### src/rtl/fsmc_reg_slave.sv
// FSMC asynchronous-bus register slave.
// Pad signals are synchronised, decoded by a 3-state FSM into register writes and reads.
module fsmc_reg_slave #(
  parameter int AW    = 2,
  parameter int DW    = 16,
  parameter int NREGS = 4
) (
  input  logic                clk,
  input  logic                nrst,
  input  logic                aNE,
  input  logic                aNOE,
  input  logic                aNWE,
  input  logic [AW-1:0]       aA,
  input  logic [DW-1:0]       aD,
  output logic [DW-1:0]       d_out,
  output logic                d_oe,
  output logic [NREGS*DW-1:0] regs,
  output logic                wr_strobe,
  output logic [AW-1:0]       wr_adr
);

  typedef enum logic [1:0] {
    IDLE,
    WR,
    RD
  } state_t;

  state_t state;
  state_t state_nx;

  logic          ne_m;
  logic          noe_m;
  logic          nwe_m;
  logic [AW-1:0] a_m;
  logic [DW-1:0] d_m;

  logic          sNE;
  logic          sNOE;
  logic          sNWE;
  logic [AW-1:0] sA;
  logic [DW-1:0] sD;

  logic [AW-1:0] adr_cap;
  logic [DW-1:0] dat_cap;
  logic          wr_arm;

  logic          commit;
  logic          capture;
  logic          abort;
  logic          illegal;
  logic [DW-1:0] rd_val;

  // Strobes idle high, address/data idle low.
  always_ff @(posedge clk or negedge nrst) begin
    if (!nrst) begin
      ne_m  <= 1'b1;
      noe_m <= 1'b1;
      nwe_m <= 1'b1;
      a_m   <= '0;
      d_m   <= '0;
      sNE   <= 1'b1;
      sNOE  <= 1'b1;
      sNWE  <= 1'b1;
      sA    <= '0;
      sD    <= '0;
    end else begin
      ne_m  <= aNE;
      noe_m <= aNOE;
      nwe_m <= aNWE;
      a_m   <= aA;
      d_m   <= aD;
      sNE   <= ne_m;
      sNOE  <= noe_m;
      sNWE  <= nwe_m;
      sA    <= a_m;
      sD    <= d_m;
    end
  end

  always_ff @(posedge clk or negedge nrst) begin
    if (!nrst) begin
      state <= IDLE;
    end else begin
      state <= state_nx;
    end
  end

  always_comb begin
    state_nx = state;
    commit   = 1'b0;
    capture  = 1'b0;
    abort    = 1'b0;
    illegal  = 1'b0;
    unique case (state)
      IDLE: begin
        if (!sNE && !sNWE && !sNOE) begin
          illegal = 1'b1;
        end else if (!sNE && !sNWE && wr_arm) begin
          state_nx = WR;
        end else if (!sNE && !sNOE && sNWE) begin
          state_nx = RD;
        end
      end
      WR: begin
        if (sNWE) begin
          commit   = 1'b1;
          state_nx = IDLE;
        end else if (sNE) begin
          abort    = 1'b1;
          state_nx = IDLE;
        end else begin
          capture  = 1'b1;
        end
      end
      RD: begin
        if (sNOE || sNE) begin
          state_nx = IDLE;
        end
      end
      default: state_nx = IDLE;
    endcase
  end

  // A write strobe held low through an abort must be released before it counts again.
  always_ff @(posedge clk or negedge nrst) begin
    if (!nrst) begin
      wr_arm <= 1'b1;
    end else if (abort || illegal) begin
      wr_arm <= 1'b0;
    end else if (sNWE) begin
      wr_arm <= 1'b1;
    end
  end

  always_ff @(posedge clk or negedge nrst) begin
    if (!nrst) begin
      adr_cap <= '0;
      dat_cap <= '0;
    end else if (capture) begin
      adr_cap <= sA;
      dat_cap <= sD;
    end
  end

  always_ff @(posedge clk or negedge nrst) begin
    if (!nrst) begin
      wr_strobe <= 1'b0;
      wr_adr    <= '0;
    end else begin
      wr_strobe <= commit;
      if (commit) begin
        wr_adr <= adr_cap;
      end
    end
  end

  // Out-of-range addresses match no register, so they write nothing.
  always_ff @(posedge clk or negedge nrst) begin
    if (!nrst) begin
      regs <= '0;
    end else if (commit) begin
      for (int i = 0; i < NREGS; i++) begin
        if (adr_cap == AW'(i)) begin
          regs[i*DW +: DW] <= dat_cap;
        end
      end
    end
  end

  always_comb begin
    rd_val = '0;
    for (int i = 0; i < NREGS; i++) begin
      if (sA == AW'(i)) begin
        rd_val = regs[i*DW +: DW];
      end
    end
  end

  always_ff @(posedge clk or negedge nrst) begin
    if (!nrst) begin
      d_oe  <= 1'b0;
      d_out <= '0;
    end else if (state_nx == RD) begin
      d_oe  <= 1'b1;
      d_out <= rd_val;
    end else begin
      d_oe  <= 1'b0;
      d_out <= '0;
    end
  end

endmodule

### config.mk
export PLATFORM = sky130hd
export DESIGN_NAME = fsmc_reg_slave
export DESIGN_NICKNAME = d
export VERILOG_FILES = /design/src/rtl/fsmc_reg_slave.sv
export SDC_FILE = /design/constraint.sdc
export NUM_CORES = 1
export LEC_CHECK = 0
export CORE_MARGIN = 2
export CORE_UTILIZATION = 50
export DETAILED_ROUTE_END_ITERATION = 8
export GPL_TIMING_DRIVEN = 0
export MAX_ROUTING_LAYER = met4
export PLACE_DENSITY = 0.8
export SYNTH_ARGS = -nofsm -noshare
export SYNTH_HDL_FRONTEND = slang
export SYNTH_SLANG_ARGS = --single-unit
### constraint.sdc
create_clock -name clk -period 3.3 [get_ports clk]
set_input_delay 0.33 -clock clk [delete_from_list [all_inputs] [get_ports clk]]
set_output_delay 0.33 -clock clk [all_outputs]
set_load 0.01 [all_outputs]
After elaboration in Yosys (flattened, before gate mapping):

Cells that the tools add are included.

* register bits: 147
* bits in latches: 0
* RAM bits: 0
* bits in read-only memories: 0
* bits of input ports: 23
* output and inout bits: 84
* word-level logic and storage cells: 74
* memories: 0

* add/subtract/negate cells: 0
* multipliers: 0
* div/mod/pow operators: 0
* $lt $le $gt $ge: 0
* eq/ne operators: 9
* shift-type cells: 0
* muxes and demuxes: 25
* bitwise gates (word level): 0
* reduce and logical (&&, ||, !) cells: 18

Operators by type and width (number)
* $mux 16: 5
* $mux 1: 13
* $eq 2x2->1 const B: 6
* $mux 2: 6
* $reduce_and 2->1: 4
* $eq 2x1->1 const B: 3
* $logic_not 2->1: 3
* $pmux 2 s3: 1
* $logic_and 1x1->1: 5
* $logic_not 1->1: 3
* $logic_or 1x1->1: 2
* $reduce_bool 2->1: 1

Depth between registers and ports, before layout:

* depth after elaboration: 9
* depth in mapped cells: 5
* depth with buffers taken out: 4

Least setup slack after synthesis:

No wires, ideal clock.

* path kind: register to register
* from: register sNWE
* to: register regs[37]
* library setup time: 0.125 ns
* arrival: 1.494 ns
* data required time: 3.175 ns
* path slack: 1.681 ns
* stages on the path, launching flop included: 5
* path buffers: 1
* period minus slack after synthesis: 1.619 ns
* cell sequence: dfstp_2 -> nand4b_1 -> nor2_2 -> buf_6 -> mux2_2

* word-level cells in the longest chain between the ends: 3

Ends and longest elaborated chain
* start: declaration: line 39 `logic sNWE;`
* start signal: assignment: line 74 `sNWE <= nwe_m;`
* $mux 1: line 105 `if (sNWE) begin`
* $mux 1: line 94 `unique case (state)`
* $reduce_and 2->1 (no source line)
* end signal: indexed assignment: line 164 `regs[i*DW +: DW] <= dat_cap;`
* end: declaration: line 17 `output logic [NREGS*DW-1:0] regs,`

Every way passes these cells.
A chain may end at the register's enable or synchronous reset.

Final worst setup path:

* from: register state[0]
* to: register d_out[9]

* elaborated cells between the ends (all ways): 12
* those cells by class: 3 x eq/ne; 8 x mux; 1 x reduce/logical

RTL lines
* start: declaration: line 28 `state_t state;`
* start signal: assignment: line 84 `state <= state_nx;`
* $eq 2x2->1, or another cell as far along: line 94
* $pmux 2 s3 (*): line 94
* via state_nx[1]: line 29 `state_t state_nx;`
* $eq 2x2->1 (*): line 183 `end else if (state_nx == RD) begin`
* $mux 16 (*): line 183
* end signal: assignment: line 185 `d_out <= rd_val;`
* end: declaration: line 15 `output logic [DW-1:0] d_out,`

The timed path passes the listed nets; every way through them passes the cells marked *.

==> results.ini <==
[synth]
synth_top_area_share = 0.655
syn_nets = 317
synthAdderAreaFrac = 0
synth-simple-area-share = 0.0491
ys_types = 25
syn_avg_cell_area_um2 = 18.2
yosys_warnings = 0
synthMuxAreaShare = 0.241
synth_compound_area_frac = 0.00328
synth_seq_cells = 147
synth_cells = 294
synth_area_um2 = 5350
synth_top_family_by_area = multiplexers
synth.yosys.seq_area_share = 0.690
synth_top_area_cell = dfrtp_1
synth_area_leaders = dfrtp_1 66%, mux2_2 17%, mux4_2 6.7%
synth-xor-area-share = 0

[pwr]
ir_worst_vdd_mv = 0.371
p_per_area_nw_per_um2 = 668
power_uw = 4790
p_leak_uw = 0.00329

[routing]
antenna_left = 0
drt-pass1-iter-count = 4
dr_total_vias = 2919
wire_per_inst_um = 18.5
via_per_inst = 5.12
drt_iter0_drc = 129
route.detailed.drc = 0
wirelength_mm = 10.5

[timing]
tightest_slew_ns = 0.723
rsz0062_at_grt = false
clock.fmax_mhz = 513
hold_violations = 0
finalClockSkew_ns = 0.0128
finalSetupViolations = 0
maxSlewHeadroom = 0.516
fin_crit_sh = 0.590
fin_crit_ns = 1.95
setup_tns_ns = 0
slew_viol_final = 0

[floorplanning]
core_area_um2 = 10400
die_w_um = 107
ios = 107
core.rowCount = 37
die_area_um2 = 11500
die_height_um = 107
initial_core_util = 0.516

[placement]
portBuffers = 106
place_hpwl_mm = 6.92
place.gp.congestion = 0.749

[layout]
diodes = 0
synthToLayoutAreaGrowth_pct = 34.1
fillCellCount = 700
utilization = 0.692
fin_nets = 444
layout-drive-gt1-share = 0.350

[cts]
numClockSinks = 147
clk_pin_slew_ns = 0.06
cts-resized-gates = 0
htree_num_levels = 4
cts_tree = built
cts_max_path_buffers = 2
cts_setup_buffers = 0
clk-insertion-delay-late_ns = 0.52
clock_tree.root_cell = clkbuf_8
hold_buffers = 1
cts_made_buffers = 17

[setup_path]
cp.required_ns = 3.75
crit_buf_inv = 1
endpoint_kind = register
startpoint_type = register
cp_cell_sequence = nor3_1 -> nor2b_1 -> buf_2 -> and2_1
cp_slowest_cell = nor2b_1
path_delay_family = simple AND/OR/NAND/NOR gates
path_class = reg2reg
cp.arrival_ns = 2.40
max_stage_delay_ns = 0.60
worst-path-max-fanout = 10

[grt]
grt_pass1_vias = 3126
grt_util_all_layers = 0.209
antenna_found_initial = 0
grt_pass1_wl_mm = 16.9
gr-total-overflow = 0
grt_start_max_net_pins = 77

[worst_hold_path]
hp-class = in2reg

[status]
status = completed

[job]
max-cap-violations = 0

==> registers in the layout (all words and copies together), names as in the netlist, 2 cells and up <==
signal,count
d_m,16
sA,2
d_out,16
wr_adr,2
dat_cap,16
adr_cap,2
sD,16
state,2
a_m,2
regs,64
==> where the power goes <==
| group | switching (uW) | total (uW) | internal (uW) |
|---|---|---|---|
| Clock | 690 | 1780 | 1090 |
| Sequential | 200 | 2240 | 2040 |
| Combinational | 271 | 767 | 496 |
| Total | 1160 | 4790 | 3630 |
==> placed cells by master (no fill, tap or decap), types with 3 or more instances in the layout <==
master,instances
dfrtp_1,140
clkdlybuf4s50_1,105
mux2_2,81
mux4_2,16
and2_1,16
clkbuf_16,16
dfstp_2,7
buf_6,6
clkbuf_1,5
clkinv_2,5
nand2_1,5
buf_2,3
clkinvlp_4,3
==> cells in the mapped netlist <==
cell      number
nor2b_1        2
and2_1        16
clkinv_2       1
nor3_4         1
a21oi_1        2
dfstp_2        7
buf_6          5
buf_2          3
mux2_2        81
nor4b_4        1
a21o_1         1
nand3b_4       2
nand2_1        5
nor4_1         1
nand3_4        1
dfrtp_1      140
buf_4          1
nor2_2         1
nor2_1         2
mux4_2        16
nand4b_1       1
clkbuf_2       1
clkbuf_1       1
mux2_4         1
nor3_1         1
==> through the flow <==
stage | worst slack (ns) | cells | hold slack, ns | instance area, um2
floorplan | 1.68 | 294 | 0.0344 | 5350
global placement | -3.56 | 536 | 0.332 | 6580
detailed placement | 1.36 | 537 | 0.335 | 6610
CTS | 1.34 | 570 | 0.194 | 7170
global route | 1.18 | 570 | 0.186 | 7170
finish | 1.35 | 570 | 0.220 | 7170
==> cell families after synthesis <==
logic type,after synthesis
and+or+nand+nor,34
AOI/OAI and AO/OA,3
DFF,147
buffers and inverters,12
muxes,98
==> routing by layer <==
layer / GRT usage / vias to the layer above / wire length [um] / share of wire
met5: - / - / 0 / 0
met4: 0.0769 / 0 / 133 / 0.013
met3: 0.0690 / 9 / 485 / 0.046
met2: 0.334 / 72 / 5650 / 0.54
met1: 0.252 / 1536 / 4260 / 0.40
li1: - / 1302 / - / -
==> worst paths after layout <==
| kind | cells after the start | from | end | slack (ns) |
|---|---|---|---|---|
| worst max-delay path | 4 | state[0] | d_out[9] | 1.35 |
| worst min-delay path | 1 | aNE | ne_m | 0.22 |
| worst max register to register | 4 | state[0] | d_out[9] | 1.35 |
| worst min register to register | 0 | d_m[2] | sD[2] | 0.34 |
| max in group asynchronous | 3 | nrst | sD[5] | 2.15 |
| min in group asynchronous | 2 | nrst | d_out[9] | 0.39 |
==> layout make-up <==
class	count	area, um2	share of cell area
buffer	11	87.6	0.0122
clock buffer	22	443	0.0618
sequential	147	3690	0.514
multi-input combinational	135	1570	0.219
inverter	1	5.00	0.000698
tap	136	170	0.0237
timing repair buffer	108	1100	0.153
clock inverter	10	111	0.0155
(Power assumes the default switching activity.)
